$ cat src/rtl/reg_bank_sched_pkg.sv
// reg_bank_sched_pkg: shared types, constants and one-hot helper for the register-bank write scheduler
package reg_bank_sched_pkg;
  typedef enum logic {IDLE, CLEAR} sched_state_t;
  localparam int GCNT_W = 16;
  localparam int OH_W = 256;
  function automatic logic [OH_W-1:0] onehot(input int idx);
    onehot = OH_W'(1) << idx;
  endfunction
endpackage

$ cat src/rtl/reg_bank_sched_rr_arbiter.sv
// rr_arbiter: rotating-priority arbiter, first request at or after ptr_i wins
module rr_arbiter
  import reg_bank_sched_pkg::*;
#(
  parameter int NREQ = 4,
  localparam int PW = $clog2(NREQ)
) (
  input  logic [NREQ-1:0] req_i,
  input  logic [PW-1:0]   ptr_i,
  output logic [NREQ-1:0] gnt_o,
  output logic [PW-1:0]   idx_o,
  output logic            any_o
);
  logic [NREQ-1:0] rot;
  assign rot = NREQ'({req_i, req_i} >> ptr_i);
  always_comb begin
    any_o = 1'b0;
    idx_o = '0;
    for (int k = NREQ - 1; k >= 0; k--) begin
      if (rot[k]) begin
        any_o = 1'b1;
        idx_o = PW'((int'(ptr_i) + k) % NREQ);
      end
    end
    gnt_o = any_o ? NREQ'(onehot(int'(idx_o))) : '0;
  end
endmodule

$ cat src/rtl/reg_bank_sched.sv
// reg_bank_sched: round-robin write scheduler and sequenced clear for a register bank
// Define REG_BANK_SCHED_GRANT_CNT_EN to add per-requester saturating grant counters (grant_cnt_o).
module reg_bank_sched
  import reg_bank_sched_pkg::*;
#(
  parameter int NREQ = 4,
  parameter int NREG = 8,
  parameter int WL = 16,
  localparam int AW = $clog2(NREG),
  localparam int PW = $clog2(NREQ)
) (
  input  logic                 clk,
  input  logic                 rst,
  input  logic [NREQ-1:0]      req_valid_i,
  input  logic [NREQ*AW-1:0]   req_addr_i,
  input  logic [NREQ*WL-1:0]   req_data_i,
  output logic [NREQ-1:0]      req_ready_o,
  input  logic                 clr_start_i,
  output logic                 clr_busy_o,
  output logic                 clr_done_o,
  output logic [NREG-1:0]      reg_wen_o,
  output logic [WL-1:0]        reg_d_o
`ifdef REG_BANK_SCHED_GRANT_CNT_EN
  ,
  output logic [NREQ*GCNT_W-1:0] grant_cnt_o
`endif
);
  sched_state_t    state_q, state_d;
  logic [AW-1:0]   cnt_q, cnt_d;
  logic [PW-1:0]   ptr_q, ptr_d;
  logic [NREG-1:0] wen_q, wen_d;
  logic [WL-1:0]   d_q, d_d;
  logic            done_q, done_d;
  logic [NREQ-1:0] gnt;
  logic [PW-1:0]   gidx;
  logic            any;
  logic            arb_en;
  logic [AW-1:0]   addr_sel;
  logic [WL-1:0]   data_sel;

  rr_arbiter #(.NREQ(NREQ)) u_arb (
    .req_i(req_valid_i),
    .ptr_i(ptr_q),
    .gnt_o(gnt),
    .idx_o(gidx),
    .any_o(any)
  );

  // a pending clear start takes the write path away from requesters
  assign arb_en      = (state_q == IDLE) && !clr_start_i && !rst;
  assign req_ready_o = arb_en ? gnt : '0;
  assign addr_sel    = req_addr_i[int'(gidx)*AW +: AW];
  assign data_sel    = req_data_i[int'(gidx)*WL +: WL];
  assign clr_busy_o  = (state_q == CLEAR);
  assign clr_done_o  = done_q;
  assign reg_wen_o   = clr_busy_o ? NREG'(onehot(int'(cnt_q))) : wen_q;
  assign reg_d_o     = clr_busy_o ? '0 : d_q;

  always_comb begin
    state_d = state_q;
    cnt_d   = cnt_q;
    ptr_d   = ptr_q;
    wen_d   = '0;
    d_d     = d_q;
    done_d  = 1'b0;
    if (state_q == CLEAR) begin
      state_d = (cnt_q == AW'(NREG - 1)) ? IDLE : CLEAR;
      done_d  = (cnt_q == AW'(NREG - 1));
      cnt_d   = (cnt_q == AW'(NREG - 1)) ? '0 : cnt_q + 1'b1;
    end else if (clr_start_i) begin
      state_d = CLEAR;
      cnt_d   = '0;
    end else if (any) begin
      ptr_d = (gidx == PW'(NREQ - 1)) ? '0 : gidx + 1'b1;
      wen_d = NREG'(onehot(int'(addr_sel)));
      d_d   = data_sel;
    end
  end

  always_ff @(posedge clk) begin
    if (rst) begin
      state_q <= IDLE;
      cnt_q   <= '0;
      ptr_q   <= '0;
      wen_q   <= '0;
      d_q     <= '0;
      done_q  <= 1'b0;
    end else begin
      state_q <= state_d;
      cnt_q   <= cnt_d;
      ptr_q   <= ptr_d;
      wen_q   <= wen_d;
      d_q     <= d_d;
      done_q  <= done_d;
    end
  end

`ifdef REG_BANK_SCHED_GRANT_CNT_EN
  for (genvar g = 0; g < NREQ; g++) begin : g_cnt
    logic [GCNT_W-1:0] gc_q;
    always_ff @(posedge clk)
      gc_q <= rst ? '0 : gc_q + GCNT_W'(req_ready_o[g] && gc_q != '1);
    assign grant_cnt_o[g*GCNT_W +: GCNT_W] = gc_q;
  end
`endif
endmodule

$ cat config.mk
export PLATFORM = sky130hd
export DESIGN_NAME = reg_bank_sched
export DESIGN_NICKNAME = d
export VERILOG_FILES = /design/src/rtl/reg_bank_sched_pkg.sv /design/src/rtl/reg_bank_sched_rr_arbiter.sv /design/src/rtl/reg_bank_sched.sv
export SDC_FILE = /design/constraint.sdc
export NUM_CORES = 1
export LEC_CHECK = 0
export CAP_MARGIN = 10
export CORE_MARGIN = 8
export CORE_UTILIZATION = 30
export CTS_BUF_LIST = sky130_fd_sc_hd__clkbuf_4 sky130_fd_sc_hd__clkbuf_8
export CTS_CLUSTER_SIZE = 12
export DETAILED_ROUTE_END_ITERATION = 12
export PLACE_DENSITY = 0.73
export SYNTH_ARGS = -nofsm -noshare
export SYNTH_HDL_FRONTEND = slang
export SYNTH_HIERARCHICAL = 1
export SYNTH_SLANG_ARGS = --single-unit
export TNS_END_PERCENT = 100
$ cat constraint.sdc
create_clock -name clk -period 4.5 [get_ports clk]
set_input_delay 0.9 -clock clk [delete_from_list [all_inputs] [get_ports clk]]
set_output_delay 0.9 -clock clk [all_outputs]
set_load 0.01 [all_outputs]
==> flow_summary.toml <==
[run_status]
status = "complete, no violations"

[route]
dr.pass1.iters = 5
drtIter0Drc = 64
ant_nets = 0
via_per_inst = 4.897
dr_total_vias = 1900
drc = 0
routed_wl_mm = 6.302
wl_per_cell_um = 16.24

[global_routing]
overflow = 0
grt_max_degree = 23
grt_pass1_vias = 2119
grt_first_pass_wirelength_mm = 10.03
grt_usage_pct = 12.90
antenna_found_initial = 0

[timing]
period_minus_slack_ns = 3.572
finalSetupViolCount = 0
final_hold_viol_count = 0
fin_crit_sh_pct = 79.38
tns_ns = 0
fmax_ghz = 0.2800
finClkSkew_ns = 0.005688
slew_headroom_pct = 54.35
setup_slack_ns = 0.9280
rsz0062_at_grt = "no"
worst_pin_slew_ns = 0.6847
drv_slew = 0

[placed_design]
port_buffers = 112
dpl_cell_area_um2 = 3207
dp_slack_ns = 0.8850
dp_cells = 380
gp_congestion = 0.8114
place_hpwl_mm = 5.124

[critical_path]
critPathKind = "primary input to primary output"
cp.required_ns = 3.60
start_kind = "primary input"
critPathArrivalTime_ns = 2.67
slowest_stage = "clkdlybuf4s50_1"
cp_max_fo = 9
endpoint_kind = "primary output"
cp_cell_sequence = "clkdlybuf4s50_1 > o2bb2ai_1 > a22o_1 > and2_1 > and2_1 > clkdlybuf4s50_1"
cp.buffers_inverters = 2
cp_slowest_stage_delay_ns = 0.67
cp_top_family = "buffers and inverters"

[clock_tree]
clock_path_buffers = 2
clk_pin_slew_worst_paths_ns = 0.06
clockRootBuffer = "clkbuf_8"
cts_buffers = 5
ctsResizeCount = 0
numClockSinks = 31
post-cts-setup-buffers = 0
cts_tree = "done"
hold_buffers = 0
cts-htree-levels = 2
clkLatencyLatePin_ns = 0.28

[synth]
synth_area_um2 = 2046
ys_types = 37
syn_inst = 200
yosysSeqAreaShare_pct = 30.34
yosys.area.top_type_share_pct = 30.34
yosysTopAreaCell = "dfxtp_1"
ys_warn_count = 6
avgSynthCellArea_um2 = 10.23
synth_area_leaders = "dfxtp_1 30%, mux4_2 15%, a22o_1 7.3%"
syn-num-nets = 291
ys_seq_elements = 31

[power]
p_per_area_nw_per_um2 = 241.3
p_leak_nw = 1.243
vdd_drop_max_mv = 0.1097

[die]
core-area_um2 = 6681
num_io_pins = 113
initial_core_util_pct = 30.62
die_w_um = 98.58
rows = 30
die-height_um = 98.58
dieArea_um2 = 9717

[cells_and_area]
area_growth_pct = 61.59
layout-drive-gt1-share_pct = 11.04
final_core_util_pct = 49.48
design_area_um2 = 3306
diodes = 0
fin_nets = 399
layout.cells.non_filler = 388

[worst_hold_path]
worstHoldPathType = "flop to flop"

[job]
max-cap-violations = 0
-- worst paths after layout --
kind                                      from              to  slack [ns]  cells after the start
worst min register to register         d_q[14]         d_q[14]        0.47                      1
worst max-delay path            req_valid_i[2]  req_ready_o[0]        0.93                      6
worst min-delay path                   d_q[14]         d_q[14]        0.47                      1
worst max register to register        ptr_q[1]         d_q[10]        1.86                      6
-- per-stage QoR --
| step | power (W) | hold slack (ns) |
|---|---|---|
| finish | 0.0007975 | 0.4697 |
| global route | 0.0008423 | 0.4908 |
| CTS | 0.0008098 | 0.4748 |
| detailed placement | 0.0005880 | 0.4567 |
| global placement | 0.0005825 | 0.4524 |
| floorplan | 0.0004672 | 0.4345 |
-- metal layers --
metal,routed length [µm],global-route usage (%),up-vias
li1,-,-,938
met1,2372,12.59,863
met2,3126,23.02,87
met3,630,5.849,12
met4,173,5.549,0
met5,0,0,-
-- worst reg2reg max path, delay by kind of cell (launching register included) --
| kind | cells | cell delay [ns] |
|---|---|---|
| mux | 2 | 0.74 |
| flops | 1 | 0.54 |
| compound gates | 3 | 0.94 |
| buf+inv | 1 | 0.31 |
-- cell type report --
type	instances	area (µm²)
clock buffer	6	82.58
inverter	14	52.55
fill	642	3376
tap	80	100.1
timing repair buffer	117	1162
sequential	31	620.6
clock inverter	1	5.005
multi-input combinational	139	1282
-- report_power, final --
group          internal [W]  total, W  leakage [nW]  switching, W
Combinational      0.000174  0.000272         0.943     0.0000983
Sequential         0.000293  0.000308         0.253     0.0000151
Clock              0.000120  0.000217        0.0470     0.0000971
Total              0.000587  0.000798          1.24      0.000210
-- placed cells by master, fill, tap and decap left out, types with 2 or more instances in the layout --
cell and instances:
dfxtp_1 31, nor2_1 21, inv_1 13, clkbuf_8 6, a21oi_1 6, nor3b_1 2, ha_1 8, nand2_1 6
buf_4 4, o221a_2 2, clkdlybuf4s50_1 112, a22o_1 17, nand2b_1 4, mux2i_1 4, o21ai_0 7, and2_1 5
nand3_1 3, o21ai_1 3, mux4_2 14, nor2b_1 19, mux4_1 5
-- cells by family after synthesis --
logic type | share of synthesized area [%]
multiplexers | 24.34
flip-flops | 30.34
AO/OA/AOI/OAI | 15.41
adder cells (fa/ha/maj) | 4.893
AND/OR/NAND/NOR | 17.31
buffers and inverters | 7.706
-- registers in the layout, summed over array words and instances (netlist names) --
signal,flops
clr_done_o,1
cnt_q,3
wen_q,8
ptr_q,2
clr_busy_o,1
d_q,16
-- synth_stat cells --
cell type,number
buf_6,4
nand3_1,3
nand2b_1,4
nand2_1,6
buf_1,1
nor4b_4,1
o21ai_0,7
or2_1,1
a21boi_1,1
dfxtp_1,31
buf_4,2
o31a_1,1
nor3b_2,1
a31oi_1,1
o21ai_1,3
ha_1,8
a21oi_1,6
inv_1,13
o2bb2a_1,1
mux4_1,5
nor2b_1,19
buf_2,6
and2_1,5
mux2i_1,4
nor3b_1,2
mux2_2,1
mux4_2,14
a31o_2,1
nor2_1,21
o2bb2ai_1,1
o22ai_1,1
o221a_2,2
clkbuf_1,3
a21boi_0,1
a22o_1,17
nor3_1,1
inv_2,1
No activity file was read; power rests on OpenSTA's default activity.
